--- src/rtl/ws2812b_pkg.sv ---
// rtl/ws2812b_pkg.sv - shared types and pixel helpers for the WS2812B frame streamer
package ws2812b_pkg;

  typedef enum logic [1:0] {
    ST_IDLE     = 2'd0,
    ST_PREFETCH = 2'd1,
    ST_SEND     = 2'd2,
    ST_LATCH    = 2'd3
  } state_t;

  typedef enum logic [1:0] {
    ORDER_GRB = 2'd0,
    ORDER_RGB = 2'd1,
    ORDER_BGR = 2'd2
  } color_order_t;

  // brightness+1 keeps 255 as exact unity and 0 as full black
  function automatic logic [7:0] scale_channel(input logic [7:0] ch, input logic [7:0] bright);
    logic [15:0] prod;
    prod = {8'd0, ch} * ({8'd0, bright} + 16'd1);
    return prod[15:8];
  endfunction

  function automatic logic [23:0] pack_pixel(input color_order_t order, input logic [7:0] r,
                                             input logic [7:0] g, input logic [7:0] b);
    case (order)
      ORDER_RGB: return {r, g, b};
      ORDER_BGR: return {b, g, r};
      default:   return {g, r, b};
    endcase
  endfunction

endpackage

--- src/rtl/ws2812b_bit_timer.sv ---
// rtl/ws2812b_bit_timer.sv - per-bit phase counter producing the registered WS2812B data level
module ws2812b_bit_timer #(
  parameter int BIT_CYCLES = 15,
  parameter int T0H_CYCLES = 4,
  parameter int T1H_CYCLES = 9
) (
  input  logic                          clk,
  input  logic                          rst_n,
  input  logic                          run_i,
  input  logic                          bit_i,
  output logic [$clog2(BIT_CYCLES)-1:0] phase_o,
  output logic                          ws_o,
  output logic                          bit_end_o
);

  localparam int CW = $clog2(BIT_CYCLES);
  localparam logic [CW-1:0] LAST = CW'(BIT_CYCLES - 1);
  localparam logic [CW-1:0] T0H  = CW'(T0H_CYCLES);
  localparam logic [CW-1:0] T1H  = CW'(T1H_CYCLES);

  logic [CW-1:0] phase_q;
  logic          ws_q;

  // phase free-runs while sending so back-to-back bits share one period
  always_ff @(posedge clk) begin
    if (!rst_n) begin
      phase_q <= '0;
      ws_q    <= 1'b0;
    end else begin
      ws_q <= run_i && (phase_q < (bit_i ? T1H : T0H));
      if (!run_i || phase_q == LAST) phase_q <= '0;
      else                           phase_q <= phase_q + CW'(1);
    end
  end

  assign phase_o   = phase_q;
  assign ws_o      = ws_q;
  assign bit_end_o = run_i && (phase_q == LAST);

endmodule

--- src/rtl/ws2812b_frame_streamer.sv ---
// rtl/ws2812b_frame_streamer.sv - WS2812B chain driver: frame fetch, scaling, packing, sequencing
module ws2812b_frame_streamer
  import ws2812b_pkg::*;
#(
  parameter int NUM_PIXELS   = 64,
  parameter int NUM_FRAMES   = 32,
  parameter int BIT_CYCLES   = 15,
  parameter int T0H_CYCLES   = 4,
  parameter int T1H_CYCLES   = 9,
  parameter int LATCH_CYCLES = 3600,
  parameter int FRAME_REPEAT = 5,
  parameter int COLOR_ORDER  = 0,
  localparam int FW = (NUM_FRAMES > 1) ? $clog2(NUM_FRAMES) : 1,
  localparam int PW = (NUM_PIXELS > 1) ? $clog2(NUM_PIXELS) : 1
) (
  input  logic             clk,
  input  logic             rst_n,
  input  logic             enable,
  input  logic [1:0]       mode,
  input  logic [7:0]       brightness,
  output logic [FW+PW-1:0] rd_addr,
  input  logic [7:0]       rd_red,
  input  logic [7:0]       rd_green,
  input  logic [7:0]       rd_blue,
  output logic             ws_out,
  output logic [FW-1:0]    frame_idx,
  output logic             frame_done,
  output logic             busy
);

  localparam int PHW = $clog2(BIT_CYCLES);
  localparam int LW  = $clog2(LATCH_CYCLES);
  localparam int RW  = (FRAME_REPEAT > 1) ? $clog2(FRAME_REPEAT) : 1;
  localparam logic [FW-1:0]  LAST_FRAME = FW'(NUM_FRAMES - 1);
  localparam logic [PW-1:0]  LAST_PIXEL = PW'(NUM_PIXELS - 1);
  localparam logic [LW-1:0]  LATCH_LAST = LW'(LATCH_CYCLES - 1);
  localparam logic [LW-1:0]  LATCH_PRE  = LW'(LATCH_CYCLES - 2);
  localparam logic [PHW-1:0] CAPTURE_PH = PHW'(2);
  localparam color_order_t   ORDER      = color_order_t'(2'(COLOR_ORDER));

  state_t           state_q;
  logic             pf_q;
  logic             oneshot_q;
  logic [PW-1:0]    pixel_q;
  logic [4:0]       bit_idx_q;
  logic [LW-1:0]    latch_cnt_q;
  logic [RW-1:0]    repeat_q, next_repeat_d;
  logic [FW-1:0]    frame_q, next_frame_d;
  logic [FW+PW-1:0] rd_addr_q;
  logic [23:0]      shift_q, next_word_q, pixel_word_d;
  logic             frame_done_q;
  logic             last_repeat_d, oneshot_end_d, stop_d;
  logic [PHW-1:0]   phase;
  logic             bit_end;

  ws2812b_bit_timer #(
    .BIT_CYCLES(BIT_CYCLES),
    .T0H_CYCLES(T0H_CYCLES),
    .T1H_CYCLES(T1H_CYCLES)
  ) u_bit_timer (
    .clk      (clk),
    .rst_n    (rst_n),
    .run_i    (state_q == ST_SEND),
    .bit_i    (shift_q[23]),
    .phase_o  (phase),
    .ws_o     (ws_out),
    .bit_end_o(bit_end)
  );

  assign pixel_word_d = pack_pixel(ORDER, scale_channel(rd_red, brightness),
                                   scale_channel(rd_green, brightness),
                                   scale_channel(rd_blue, brightness));

  always_comb begin
    last_repeat_d = (int'(repeat_q) + 1) >= FRAME_REPEAT;
    next_repeat_d = repeat_q + RW'(1);
    next_frame_d  = frame_q;
    if (last_repeat_d) begin
      next_repeat_d = '0;
      case (mode)
        2'd0:    next_frame_d = (frame_q == LAST_FRAME) ? '0 : frame_q + FW'(1);
        2'd1:    if (frame_q != LAST_FRAME) next_frame_d = frame_q + FW'(1);
        default: next_frame_d = frame_q;
      endcase
    end
    oneshot_end_d = (mode == 2'd1) && (frame_q == LAST_FRAME) && last_repeat_d;
    stop_d        = !enable || oneshot_end_d;
  end

  always_ff @(posedge clk) begin
    if (!rst_n) begin
      state_q      <= ST_IDLE;
      pf_q         <= 1'b0;
      oneshot_q    <= 1'b0;
      pixel_q      <= '0;
      bit_idx_q    <= '0;
      latch_cnt_q  <= '0;
      repeat_q     <= '0;
      frame_q      <= '0;
      rd_addr_q    <= '0;
      shift_q      <= '0;
      next_word_q  <= '0;
      frame_done_q <= 1'b0;
    end else begin
      frame_done_q <= 1'b0;
      case (state_q)
        ST_IDLE: begin
          // a finished one-shot stays parked until enable drops or the mode changes
          if (!enable || mode != 2'd1) oneshot_q <= 1'b0;
          if (enable && !oneshot_q) begin
            rd_addr_q <= {frame_q, PW'(0)};
            pf_q      <= 1'b0;
            state_q   <= ST_PREFETCH;
          end
        end
        ST_PREFETCH: begin
          pf_q <= 1'b1;
          if (pf_q) begin
            next_word_q <= pixel_word_d;
            shift_q     <= pixel_word_d;
            bit_idx_q   <= 5'd23;
            pixel_q     <= '0;
            state_q     <= ST_SEND;
          end
        end
        ST_SEND: begin
          if (bit_idx_q == 5'd23 && pixel_q != LAST_PIXEL) begin
            if (phase == '0)        rd_addr_q   <= {frame_q, pixel_q + PW'(1)};
            if (phase == CAPTURE_PH) next_word_q <= pixel_word_d;
          end
          if (bit_end) begin
            if (bit_idx_q != 5'd0) begin
              bit_idx_q <= bit_idx_q - 5'd1;
              shift_q   <= {shift_q[22:0], 1'b0};
            end else if (pixel_q == LAST_PIXEL) begin
              latch_cnt_q <= '0;
              state_q     <= ST_LATCH;
            end else begin
              pixel_q   <= pixel_q + PW'(1);
              shift_q   <= next_word_q;
              bit_idx_q <= 5'd23;
            end
          end
        end
        ST_LATCH: begin
          latch_cnt_q <= latch_cnt_q + LW'(1);
          rd_addr_q   <= {next_frame_d, PW'(0)};
          if (latch_cnt_q == LATCH_PRE) frame_done_q <= 1'b1;
          if (latch_cnt_q == LATCH_LAST) begin
            latch_cnt_q <= '0;
            frame_q     <= next_frame_d;
            repeat_q    <= next_repeat_d;
            oneshot_q   <= enable && oneshot_end_d;
            if (stop_d) begin
              state_q <= ST_IDLE;
            end else begin
              shift_q     <= pixel_word_d;
              next_word_q <= pixel_word_d;
              bit_idx_q   <= 5'd23;
              pixel_q     <= '0;
              state_q     <= ST_SEND;
            end
          end
        end
        default: state_q <= ST_IDLE;
      endcase
    end
  end

  assign rd_addr    = rd_addr_q;
  assign frame_idx  = frame_q;
  assign frame_done = frame_done_q;
  assign busy       = (state_q != ST_IDLE);

endmodule

--- config.mk ---
export PLATFORM = sky130hd
export DESIGN_NAME = ws2812b_frame_streamer
export DESIGN_NICKNAME = d
export VERILOG_FILES = /design/src/rtl/ws2812b_pkg.sv /design/src/rtl/ws2812b_bit_timer.sv /design/src/rtl/ws2812b_frame_streamer.sv
export SDC_FILE = /design/constraint.sdc
export NUM_CORES = 1
export LEC_CHECK = 0
export ABC_AREA = 1
export BUFFER_PORTS_ARGS = -buffer_cell sky130_fd_sc_hd__buf_2
export CORE_ASPECT_RATIO = 1.75
export CORE_UTILIZATION = 65
export CTS_BUF_LIST = sky130_fd_sc_hd__clkbuf_8
export DETAILED_ROUTE_END_ITERATION = 6
export PLACE_DENSITY = 0.81
export SLEW_MARGIN = 20
export SYNTH_ARGS = -nofsm -noshare
export SYNTH_HDL_FRONTEND = slang
export SYNTH_SLANG_ARGS = --single-unit
--- constraint.sdc ---
create_clock -name clk -period 11.7 [get_ports clk]
set_clock_uncertainty 0.2 [all_clocks]
set_input_delay 0.585 -clock clk [delete_from_list [all_inputs] [get_ports clk]]
set_output_delay 0.585 -clock clk [all_outputs]
set_load 0.005 [all_outputs]
Word-level counts from Yosys, hierarchy flattened
Index checks and enable logic that the tools add are counted.
{"block": "word_totals", "reg_bits": 100, "latch_bits": 0, "ramBits": 0, "romBits": 0, "inputBits": 37, "output_inout_bits": 19, "word_cells": 142, "mem_count": 0}
{"block": "op_classes", "n_addsub": 8, "n_mul": 3, "div": 0, "order_cmp": 2, "n_eq_ne": 27, "n_shift": 0, "muxes": 53, "bitwise_logic": 1, "n_reduce_logical": 34}
{"cell": "two-way mux 24 bit", "count": 8}
{"cell": "case mux 24 bit (3 select lines)", "count": 2}
{"cell": "two-way mux 12 bit", "count": 4}
{"cell": "two-way mux 5 bit", "count": 9}
{"cell": "two-way mux 6 bit", "count": 6}
{"cell": "two-way mux 11 bit", "count": 3}
{"cell": "case mux 11 bit (3 select lines)", "count": 1}
{"cell": "multiplier 8 x 16 -> 16 bit", "count": 2}
{"cell": "== test 12 bit, second input constant", "count": 2}
{"cell": "!= test 2 bit, second input constant", "count": 12}
{"cell": "case mux 12 bit (2 select lines)", "count": 1}
{"cell": "case mux 6 bit (3 select lines)", "count": 1}
{"cell": "AND reduction 6 bit", "count": 3}
{"cell": "multiplier 8 x 9 -> 16 bit", "count": 1}
{"cell": "case mux 5 bit (3 select lines)", "count": 1}
{"cell": "two-way mux 2 bit", "count": 7}
{"cell": "adder 12 x 1 -> 12 bit, second input constant", "count": 1}
{"cell": "== test 5 bit, second input constant", "count": 2}
{"cell": "case mux 5 bit (2 select lines)", "count": 1}
{"cell": "adder 8 x 1 -> 9 bit, second input constant", "count": 1}
{"cell": "case mux 2 bit (4 select lines)", "count": 1}
{"cell": "AND reduction 4 bit", "count": 2}
{"cell": "nonzero test 2 bit", "count": 4}
{"cell": "logical AND 1 bit", "count": 7}
{"cell": "32 further kinds", "count": 46}

Depth between registers and ports, before layout
Gate-level depths: netlist of the first run.
{"block": "logic_depth", "word_depth": 7, "mapped_depth": 27, "depth_no_buf": 27}

Hierarchy
A second synthesis of the first run with hierarchy kept.
{"block": "unflattened", "cells_unflattened": 1794, "hier_area_um2": 12042.8}
{"mod": "ws2812b_frame_streamer", "n_inst": 1, "cells_per_inst": 1763, "area_per_inst_um2": 11790.1, "seq_area_each_um2": 1901.8}
{"mod": "ws2812b_bit_timer", "n_inst": 1, "cells_per_inst": 31, "area_per_inst_um2": 252.7, "seq_area_each_um2": 100.1}

Worst setup path before layout of the first run
Ideal clock, no wire load.
{"block": "synth_timing", "kind": "input -> register", "start": "input brightness[0]", "end": "register shift_q[22]", "setup_time_ns": 0.128, "t_arrival_ns": 4.937, "t_required_ns": 11.372, "slack_ns": 6.436, "path_stages": 24, "path_buffers": 1, "cell_sequence": "ha_1 -> nand2_1 -> nor2_4 -> nand2_2 -> nor2_2 -> xor2_2 -> inv_2 -> buf_6 -> nor2_1 -> fa_1 -> fa_1 -> fa_1 -> inv_1 -> fa_1 -> inv_1 -> ha_1 -> a21oi_1 -> o21ai_0 -> a21oi_1 -> nand3b_1 -> nand2_1 -> nor2_1 -> nor2_1 -> nor2_1"}
{"block": "synth_between", "elab_chain_cells": 5, "word_cells_on_any_way": 6, "cone_classes": "add/sub (1); mul (1); mux (4)"}
{"item": "from (decl)", "line": "ws2812b_frame_streamer.sv:20", "source": "input logic [7:0] brightness,"}
{"item": "adder 8 x 1 -> 9 bit (*)", "line": "ws2812b_pkg.sv:20", "source": "prod = {8'd0, ch} * ({8'd0, bright} + 16'd1);"}
{"item": "multiplier 8 x 16 -> 16 bit (*)", "line": "ws2812b_pkg.sv:20"}
{"item": "two-way mux 24 bit", "line": "ws2812b_frame_streamer.sv:154", "source": "if (stop_d) begin"}
{"item": "two-way mux 24 bit", "line": "ws2812b_frame_streamer.sv:149", "source": "if (latch_cnt_q == LATCH_LAST) begin"}
{"item": "case mux 24 bit (3 select lines) (*)", "line": "ws2812b_frame_streamer.sv:106", "source": "case (state_q)"}
{"item": "to (signal assigned)", "line": "ws2812b_frame_streamer.sv:120", "source": "shift_q <= pixel_word_d;"}
{"item": "to (signal assigned)", "line": "ws2812b_frame_streamer.sv:140", "source": "shift_q <= next_word_q;"}
{"item": "to (signal assigned)", "line": "ws2812b_frame_streamer.sv:157", "source": "shift_q <= pixel_word_d;"}
{"item": "to (decl)", "line": "ws2812b_frame_streamer.sv:50", "source": "logic [23:0] shift_q, next_word_q, pixel_word_d;"}
Every way passes the cells marked *; elsewhere a longest branch is shown, timed or not. The select of a mux whose other input is x is not followed.
A chain may end at the register's enable or synchronous reset.

Worst setup path after layout of the first run
{"block": "layout_timing", "start": "input brightness[0]", "end": "register shift_q[6]"}
{"block": "layout_between", "elab_chain_cells": 5, "word_cells_on_any_way": 6, "cone_classes": "add/sub (1); mul (1); mux (4)"}
{"item": "adder 8 x 1 -> 9 bit (*)", "line": "ws2812b_pkg.sv:20"}
{"item": "multiplier 8 x 9 -> 16 bit (*)", "line": "ws2812b_pkg.sv:20"}
{"item": "two-way mux 24 bit", "line": "ws2812b_frame_streamer.sv:154"}
{"item": "two-way mux 24 bit", "line": "ws2812b_frame_streamer.sv:149"}
{"item": "case mux 24 bit (3 select lines) (*)", "line": "ws2812b_frame_streamer.sv:106"}
Marked as above.

==> results of run 1 <==
==> layout make-up <==
class / instances / area share [%]
Timing Repair Buffer: 59 / 2.41
Tap cell: 234 / 2.31
Clock buffer: 10 / 1.09
Clock inverter: 5 / 0.415
Sequential cell: 100 / 15.8
Multi-Input combinational cell: 1297 / 68.7
Inverter: 313 / 9.29
==> placed cells by master, fill, tap and decap left out, types with 2 or more instances in the layout <==
| master | netlist | final |
|---|---|---|
| a211oi_1 | 5 | 5 |
| a21oi_1 | 107 | 107 |
| a22oi_1 | 4 | 4 |
| and2_1 | 3 | 3 |
| buf_2 | 18 | 55 |
| buf_4 | 5 | 4 |
| clkbuf_8 | 0 | 10 |
| clkinv_2 | 0 | 3 |
| dfxtp_1 | 100 | 100 |
| fa_1 | 120 | 120 |
| ha_1 | 119 | 119 |
| inv_1 | 302 | 302 |
| inv_2 | 10 | 10 |
| nand2_1 | 392 | 392 |
| nand2_2 | 6 | 6 |
| nand2_4 | 2 | 2 |
| nand3_1 | 49 | 49 |
| nand3_2 | 4 | 4 |
| nand3b_1 | 13 | 13 |
| nand4_1 | 30 | 30 |
| nor2_1 | 287 | 287 |
| nor2_2 | 4 | 4 |
| nor2_4 | 5 | 5 |
| nor3_1 | 8 | 8 |
| nor4_1 | 4 | 4 |
| o21ai_0 | 82 | 82 |
| o21ai_1 | 7 | 7 |
| o22ai_1 | 4 | 4 |
| or2_2 | 4 | 4 |
| xnor2_1 | 10 | 10 |
| xor2_1 | 14 | 14 |
==> kinds of logic (layout without fill, tap and decap cells) <==
group	after synthesis	in the layout	synth area share (%)
XOR/XNOR	25	25	1.87
AO/OA/AOI/OAI	218	218	9.46
AND/OR/NAND/NOR	815	815	28.2
flip-flops	100	100	16.5
adder cells (fa/ha/maj)	239	239	32.1
buffers and inverters	359	387	11.8
==> power breakdown <==
group / internal, mW / leakage [nW] / total [mW] / switching [mW]
logic: 0.570 / 5.85 / 1.67 / 1.10
registers: 0.450 / 0.816 / 0.508 / 0.0588
clock network: 0.102 / 0.0979 / 0.222 / 0.119
total: 1.12 / 6.77 / 2.40 / 1.28
==> layer usage <==
layer / vias to the layer above / global-route usage, % / part of all wire (%)
met4: 0 / 17.1 / 4.8
li1: 5496 / - / -
met1: 5171 / 33.2 / 38
met5: - / 0 / 0
met2: 325 / 62.7 / 54
met3: 99 / 2.96 / 3.3
==> worst max-delay path: cells and delay by family <==
kind / cells / cell delay [ns]
compound gates: 3 / 0.54
fa+ha+maj: 6 / 2.59
simple gates: 10 / 1.43
buf+inv: 5 / 0.83
==> worst paths after layout <==
check | startpoint | end | slack [ns] | cells after the start
max | brightness[0] | shift_q[6] | 5.76 | 24
min | shift_q[17] | shift_q[17] | 0.27 | 2
max reg2reg | state_q[0] | shift_q[0] | 8.08 | 10
min reg2reg | shift_q[17] | shift_q[17] | 0.27 | 2
==> state kept, by name (all words and copies together) (netlist names) <==
| name | flops |
|---|---|
| frame_idx | 5 |
| oneshot_q | 1 |
| u_bit_timer.phase_o | 4 |
| shift_q | 24 |
| latch_cnt_q | 12 |
| u_bit_timer.ws_o | 1 |
| pf_q | 1 |
| frame_done | 1 |
| bit_idx_q | 5 |
| repeat_q | 3 |
| pixel_q | 6 |
| rd_addr | 11 |
| next_word_q | 24 |
| state_q | 2 |
==> per-stage QoR <==
| stage | power, mW | hold WS (ns) | std cells |
|---|---|---|---|
| floorplan | 1.82 | 0.230 | 1756 |
| global placement | 2.12 | 0.246 | 2003 |
| detailed placement | 2.16 | 0.259 | 2003 |
| CTS | 2.39 | 0.274 | 2018 |
| global route | 2.69 | 0.289 | 2018 |
| finish | 2.40 | 0.273 | 2018 |
==> results.sh, run 1 <==
export IMPL_fp_dieH_um=183
export IMPL_avgSynthCellArea_sq_um=6.90
export IMPL_synth_warning_count=0
export IMPL_finalSetupViolations=0
export IMPL_drive_above_1_share_pct=6.39
export IMPL_worstPathArrival_ns=5.99
export IMPL_yosys_top_cells_count="392 x nand2_1, 302 x inv_1, 287 x nor2_1"
export IMPL_slew_headroom_pct=39.3
export IMPL_peakVddDrop_mv=0.109
export IMPL_final_net_count=2056
export IMPL_rsz0062_at_grt="false"
export IMPL_coreArea_sq_um=18100
export IMPL_clk_pin_slew_ns=0.09
export IMPL_hold_viol=0
export IMPL_cp_start_kind="input pin"
export IMPL_cts_root_buffer="clkbuf_8"
export IMPL_tns_ns=0
export IMPL_pwr_density_cell_nw_per_um2=190
export IMPL_hold_path_class="flip-flop to flip-flop"
export IMPL_htreeDepth=3
export IMPL_fill_cells=1605
export IMPL_p_leak_nw=6.77
export IMPL_insertion_delay_ns=0.38
export IMPL_antennaDiodeCount=0
export IMPL_syn2layout_area_growth_pct=4.37
export IMPL_grt_start_max_net_pins=46
export IMPL_yosysMostFrequentCell="nand2_1"
export IMPL_async_reset_ff_share_pct=0
export IMPL_regArea_sq_um=2000
export IMPL_final_setup_worst_slack_ns=5.76
export IMPL_post_route_period_util_pct=50.8
export IMPL_multi_input_area_sq_um=8690
export IMPL_synth_area_leaders="fa_1 20%, dfxtp_1 17%, ha_1 12%"
export IMPL_worstSetupPathType="input pin to flip-flop"
export IMPL_portBuffers=55
export IMPL_ys_seq_area_share_pct=16.5
export IMPL_synth_edf_count=0
export IMPL_finalCriticalPeriod_ns=5.94
export IMPL_netlist_instances=1756
export IMPL_tritoncts="built"
export IMPL_post_drt_wl_per_cell_um=14.5
export IMPL_synth_ff_type="dfxtp_1"
export IMPL_dp_slack_ns=5.46
export IMPL_grt_pass1_vias=11335
export IMPL_postCtsHoldBufs=0
export IMPL_critical_path_required_ns=11.75
export IMPL_synth_top_cell_by_area="fa_1"
export IMPL_cpPeakStageDelay_ns=0.55
export IMPL_ys_ff_latch=100
export IMPL_cts_made_buffers=9
export IMPL_max_freq_mhz=168
export IMPL_cp_end_kind="flip-flop"
export IMPL_grt_pass1_wl_um=50100
export IMPL_post_synth_top_area_fraction_pct=19.8
export IMPL_status="complete, no violations"
export IMPL_yosysUniqueCellTypes=47
export IMPL_routed_wl_um=29200
export IMPL_rows=65
export IMPL_post_cts_repair_setup_buffers=0
export IMPL_vias=11091
export IMPL_drv_cap=0
export IMPL_slew_viol_final=0
export IMPL_initial_core_util_pct=66.8
export IMPL_fp_dieW_um=105
export IMPL_drcViolationCount=0
export IMPL_fin_area_sq_um=12700
export IMPL_antenna_found_initial=0
export IMPL_die_area_sq_um=19200
export IMPL_clock_path_buffers=2
export IMPL_place_gp_congestion=0.958
export IMPL_grt_total_usage_pct=32.2
export IMPL_overflow=0
export IMPL_crit_slowest_cell="nand2_1"
export IMPL_vias_per_cell=5.50
export IMPL_cts_num_sinks=100
export IMPL_crit_path_cell_trace="buf_2 > ha_1 > nand2_1 > nor2_4 > nand2_2 > nand2_1 > inv_1 > nand2_1 > fa_1 > fa_1 > inv_1 > fa_1 > inv_1 > fa_1 > inv_1 > ha_1 > a21oi_1 > o21ai_0 > a21oi_1 > nand3b_1 > nand2_1 > nor2_1 > nor2_1 > nor2_1"
export IMPL_tightest_slew_ns=0.909
export IMPL_place_area_sq_um=12500
export IMPL_drt_first_iter_violations=638
export IMPL_syn_area_sq_um=12100
export IMPL_place_hpwl_um=23700
export IMPL_ios=56
export IMPL_final_util_pct=69.8
export IMPL_worst_path_max_fanout=19
export IMPL_cts_resized_gates=0
export IMPL_firstDrtPassIters=5
export IMPL_synth_nets=2032
export IMPL_route_antenna_remaining_nets=0
(Power assumes the default switching activity.)
==> inputs of run 2 (changes only) <==
Clock period 11.7 ns to 6.1 ns, I/O delays scaled along.
==> run 2 against run 1 <==
Final cell count is 0.20% higher. Non-clock buffer count is 3 higher. Core utilization barely moved. Hold slack got worse by 0.22 ns. Clock-buffer cell count unchanged. Wire length down 0.61%. Flip-flop and latch count unchanged. First-iteration DRC count decreased by 19%. Combinational power up 91%.
==> results.sh, run 2 (synthesis gave the netlist of run 1 again) <==
export IMPL_internal_power_mw=2.12
export IMPL_initial_core_util_pct=66.8
export IMPL_clock_path_buffers=2
export IMPL_place_gp_congestion=0.953
export IMPL_slew_headroom_pct=40.9
export IMPL_rows=65
export IMPL_slew_viol_final=0
export IMPL_cp_end_kind="flip-flop"
export IMPL_final_setup_worst_slack_ns=0.762
export IMPL_peakVddDrop_mv=0.165
export IMPL_post_cts_repair_setup_buffers=0
export IMPL_power_frac_comb_pct=70.1
export IMPL_finalCriticalPeriod_ns=5.34
export IMPL_tritoncts="built"
export IMPL_cpPeakStageDelay_ns=0.54
export IMPL_finalPower_mw=4.55
export IMPL_coreArea_sq_um=18100
export IMPL_antenna_found_initial=0
export IMPL_ios=56
export IMPL_finalSetupViolations=0
export IMPL_cts_resized_gates=0
export IMPL_fill_cells=1619
export IMPL_final_common_cell="nand2_1"
export IMPL_status="complete, no violations"
export IMPL_grt_pass1_wl_um=49300
export IMPL_crit_slowest_cell="fa_1"
export IMPL_switching_share_pct=53.4
export IMPL_grt_start_max_net_pins=46
export IMPL_dp_cells=2006
export IMPL_final_cell_mix="392 x nand2_1, 304 x inv_1, 287 x nor2_1"
export IMPL_cts_made_buffers=9
export IMPL_drt_first_iter_violations=519
export IMPL_vias_per_cell=5.46
export IMPL_use_met1_pct=32.2
export IMPL_p_sw_mw=2.43
export IMPL_critical_path_required_ns=6.15
export IMPL_grt_total_usage_pct=31.7
export IMPL_crit_family="adder cells"
export IMPL_pwr_density_cell_nw_per_um2=359
export IMPL_crit_path_cell_trace="buf_2 > ha_1 > xor2_1 > inv_1 > nor2_1 > fa_1 > fa_1 > fa_1 > inv_1 > fa_1 > inv_1 > ha_1 > a21oi_1 > o21ai_0 > a21oi_1 > nand3_1 > nand2_1 > nor2_1 > nor2_1 > nor2_1"
export IMPL_die_area_sq_um=19200
export IMPL_cts_root_buffer="clkbuf_8"
export IMPL_routed_wl_um=29100
export IMPL_use_met3_pct=2.04
export IMPL_clk_pin_slew_ns=0.09
export IMPL_hold_viol=0
export IMPL_cp_start_kind="input pin"
export IMPL_reg_top3="next_word_q x24, shift_q x24, latch_cnt_q x12"
export IMPL_final_cells=2022
export IMPL_place_hpwl_um=24000
export IMPL_drcViolationCount=0
export IMPL_hold_path_class="input pin to flip-flop"
export IMPL_fp_dieH_um=183
export IMPL_tns_ns=0
export IMPL_rsz0062_at_grt="false"
export IMPL_final_net_count=2059
export IMPL_syn2layout_area_growth_pct=4.39
export IMPL_dp_slack_ns=0.391
export IMPL_top_usage_layer="met2"
export IMPL_post_drt_wl_per_cell_um=14.4
export IMPL_drv_cap=0
export IMPL_power_frac_seq_pct=21.5
export IMPL_vias=11050
export IMPL_worst_path_max_fanout=21
export IMPL_htreeDepth=3
export IMPL_grt_use_met2_pct=63.1
export IMPL_max_freq_mhz=187
export IMPL_firstDrtPassIters=5
export IMPL_insertion_delay_ns=0.37
export IMPL_post_route_period_util_pct=87.5
export IMPL_route_antenna_remaining_nets=0
export IMPL_postCtsHoldBufs=0
export IMPL_antennaDiodeCount=0
export IMPL_path_buf_inv=4
export IMPL_worstPathArrival_ns=5.38
export IMPL_portBuffers=55
export IMPL_tightest_slew_ns=0.885
export IMPL_grt_pass1_vias=11244
export IMPL_multi_input_area_sq_um=8690
export IMPL_p_leak_nw=6.77
export IMPL_regArea_sq_um=2000
export IMPL_p_clk_share_pct=8.4
export IMPL_overflow=0
export IMPL_cts_num_sinks=100
export IMPL_final_util_pct=69.8
export IMPL_worstSetupPathType="input pin to flip-flop"
export IMPL_drive_above_1_share_pct=6.49
export IMPL_fp_dieW_um=105
[run 2: cell types whose count changed in the layout (fill, tap and decap cells not counted)]
cell        change
buf_4           +3
inv_1           +2
bufinv_16       -1
clkinv_2        -1
clkinvlp_4      +1
[run 2: path summary, 6_finish.rpt]
| check | from | end | slack (ns) | depth (start not counted) |
|---|---|---|---|---|
| min | enable | state_q[1] | 0.05 | 3 |
| max | brightness[0] | shift_q[7] | 0.76 | 20 |
| max reg2reg | state_q[0] | shift_q[0] | 2.46 | 10 |
| min reg2reg | rd_addr[5] | rd_addr[5] | 0.28 | 2 |
[run 2: area by class of cell]
cell class,count,share of cell area (%)
inverters,313,9.29
multi-input cells,1297,68.6
flip-flops and latches,100,15.8
repair buffers,62,2.59
well taps,234,2.31
clock buffers,10,1.09
clock inverters,6,0.257
[run 2: power groups by stage]
stage	logic (mW)	clock network, mW	registers [mW]
after detailed placement	3.16	0	0.987
final	3.19	0.380	0.977
after floorplan	2.53	0	0.961
after CTS	3.18	0.383	0.973
after global placement	3.10	0	0.980
after global routing	3.67	0.407	0.999
[run 2: per-stage QoR]
| stage | hold slack [ns] | cell area [sq um] |
|---|---|---|
| after floorplan | 0.230 | 12100 |
| after global placement | 0.249 | 12500 |
| final | 0.0521 | 12700 |
| after detailed placement | 0.263 | 12500 |
| after global routing | 0.0468 | 12700 |
| after CTS | 0.0357 | 12700 |
[run 2: routing by layer]
metal / vias up / wire [um]
li1: 5488 / -
met2: 346 / 15600
met1: 5112 / 10900
met3: 104 / 1100
met4: 0 / 1430
met5: - / 0
[run 2: worst register-to-register path: stages, from the launching register on]
cell and delay (ns):
dfxtp_1 0.38, inv_1 0.12, ha_1 0.47, inv_2 0.42
o21ai_0 0.28, nand3_4 0.32, nand3_2 0.59, inv_2 0.48
nand2_1 0.09, nor2_1 0.14, nor2_1 0.05
==> inputs of run 3 (changes only) <==
Settings changed: REMOVE_ABC_BUFFERS set to 1.
Clock period 6.1 ns to 5.1 ns, I/O delays scaled along.
==> run 3 against run 2 <==
Design area is 1.7% higher. Flip-flop and latch count stayed put. Via count is 1.8% higher. Non-clock buffer count is 25 higher. Combinational power is 21% higher. Hold slack better by 0.12 ns. Critical path depth is 5 higher. Register-to-register slack worse by 0.91 ns. The run now ends with design-rule violations left. Global-route usage is 0.48 points higher. Setup slack worse by 0.45 ns.
==> results.sh, run 3 (synthesis gave the netlist of run 1 again) <==
export IMPL_status="complete, but fails checks"
export IMPL_failed_checks="design-rule violations"
export IMPL_vias=11254
export IMPL_cp_end_kind="flip-flop"
export IMPL_reg2reg_slack_ns=1.55
export IMPL_reg2reg_depth=10
export IMPL_grt_pass1_vias=11485
export IMPL_power_frac_comb_pct=70.1
export IMPL_crit_slowest_cell="fa_1"
export IMPL_min_delay_worst_endpoint="oneshot_q"
export IMPL_drv_cap=0
export IMPL_finalCriticalPeriod_ns=4.79
export IMPL_die_area_sq_um=19200
export IMPL_internal_power_mw=2.59
export IMPL_vias_per_cell=5.50
export IMPL_tritoncts="built"
export IMPL_drive_above_1_share_pct=7.89
export IMPL_cts_root_buffer="clkbuf_8"
export IMPL_antenna_found_initial=1
export IMPL_drt_first_iter_violations=603
export IMPL_clock_path_buffers=2
export IMPL_p_clk_share_pct=8.8
export IMPL_ios=56
export IMPL_peakVddDrop_mv=0.238
export IMPL_finalSetupViolations=0
export IMPL_post_route_period_util_pct=93.9
export IMPL_insertion_delay_ns=0.37
export IMPL_hold_path_class="input pin to flip-flop"
export IMPL_fp_dieW_um=105
export IMPL_worstPathArrival_ns=4.89
export IMPL_cpPeakStageDelay_ns=0.55
export IMPL_fin_area_sq_um=12900
export IMPL_min_from="mode[0]"
export IMPL_place_gp_congestion=0.992
export IMPL_path_buf_inv=4
export IMPL_final_common_cell="nand2_1"
export IMPL_place_area_sq_um=12700
export IMPL_grt_total_usage_pct=32.2
export IMPL_post_drt_wl_per_cell_um=14.5
export IMPL_coreArea_sq_um=18100
export IMPL_rr_startpoint="state_q[0]"
export IMPL_reg_top3="next_word_q x24, shift_q x24, latch_cnt_q x12"
export IMPL_hold_viol=0
export IMPL_cts_made_buffers=9
export IMPL_final_cell_mix="392 x nand2_1, 302 x inv_1, 286 x nor2_1"
export IMPL_firstDrtPassIters=7
export IMPL_grt_start_max_net_pins=46
export IMPL_regToRegEndpoint="shift_q[0]"
export IMPL_power_frac_seq_pct=21.1
export IMPL_clk_pin_slew_ns=0.10
export IMPL_drcViolationCount=1
export IMPL_portBuffers=55
export IMPL_finalPower_mw=5.52
export IMPL_fill_cells=1593
export IMPL_worst_path_max_fanout=11
export IMPL_crit_family="adder cells"
export IMPL_overflow=0
export IMPL_pwr_density_cell_nw_per_um2=429
export IMPL_grt_pass1_wl_um=50200
export IMPL_tns_ns=0
export IMPL_slew_viol_final=0
export IMPL_critical_path_required_ns=5.21
export IMPL_routed_wl_um=29700
export IMPL_final_net_count=2084
export IMPL_cp_start_kind="input pin"
export IMPL_cts_num_sinks=100
export IMPL_final_util_pct=70.9
export IMPL_p_sw_mw=2.92
export IMPL_switching_share_pct=53.0
export IMPL_route_antenna_remaining_nets=0
export IMPL_fp_dieH_um=183
export IMPL_rsz0062_at_grt="false"
export IMPL_rows=65
export IMPL_max_freq_mhz=209
export IMPL_htreeDepth=3
export IMPL_slew_headroom_pct=45.2
export IMPL_initial_core_util_pct=66.8
export IMPL_syn2layout_area_growth_pct=6.14
export IMPL_p_leak_nw=6.90
export IMPL_tightest_slew_ns=0.822
export IMPL_place_hpwl_um=24400
export IMPL_worstSetupPathType="input pin to flip-flop"
export IMPL_min_path_cells=5
[run 3: cell types whose count changed in the layout (fill, tap and decap cells not counted), moves of 2 or more]
| cell | before | now |
|---|---|---|
| inv_1 | 304 | 302 |
| o21ai_0 | 82 | 78 |
| o21ai_1 | 7 | 11 |
| buf_4 | 7 | 31 |
| clkbuf_8 | 10 | 12 |
[run 3: per-stage QoR]
step	setup slack, ns	hold slack, ns	cells
floorplan	0.210	0.178	1710
global placement	0.0442	0.246	2030
detailed placement	-0.0671	0.251	2030
CTS	0.320	0.157	2047
global route	0.0108	0.220	2048
finish	0.313	0.172	2048
[run 3: how the worst max path moves through the flow]
stage / startpoint / endpoint / slack [ns] / depth (start not counted)
final: brightness[0] / shift_q[6] / 0.31 / 25
after global routing: brightness[0] / shift_q[6] / 0.01 / 25
after CTS: brightness[0] / shift_q[22] / 0.32 / 25
after detailed placement: brightness[0] / shift_q[22] / -0.07 / 25
after global placement: brightness[0] / shift_q[15] / 0.04 / 25
after floorplan: brightness[0] / shift_q[22] / 0.21 / 23
[run 3: timing repair]
action	in CTS	in global routing
hold endpoints to repair	2	0
setup endpoints to repair	0	6
hold buffers	1	0
buffers inserted	0	0
resized for setup	0	5
[run 3: final cells by class]
cell class              instances  area [sq um]  area share, %
well taps                     234           293           2.28
diodes                          1          2.50         0.0194
clock inverters                 4          22.5          0.175
repair buffers                 87           518           4.03
multi-input cells            1297          8690           67.5
inverters                     313          1170           9.13
clock buffers                  12           165           1.28
flip-flops and latches        100          2000           15.6
[run 3: power by group through the flow]
stage | clock (mW) | sequential [mW] | combinational (mW)
global placement | 0 | 1.17 | 3.71
finish | 0.488 | 1.16 | 3.87
CTS | 0.493 | 1.16 | 3.84
detailed placement | 0 | 1.18 | 3.81
global route | 0.528 | 1.19 | 4.43
floorplan | 0 | 1.15 | 2.88
[run 3: layer usage]
| metal | GRT usage (%) | wire (um) | up-vias |
|---|---|---|---|
| met5 | 0 | 0 | - |
| met4 | 18.6 | 1650 | 0 |
| met3 | 2.36 | 1190 | 121 |
| met2 | 62.9 | 15800 | 382 |
| met1 | 32.8 | 11100 | 5207 |
| li1 | - | - | 5544 |
[run 3: worst min-delay path: cells and delay by family]
family	cells	cell delay [ns]
buf+inv	1	0.10
compound gates	1	0.08
simple gates	3	0.26
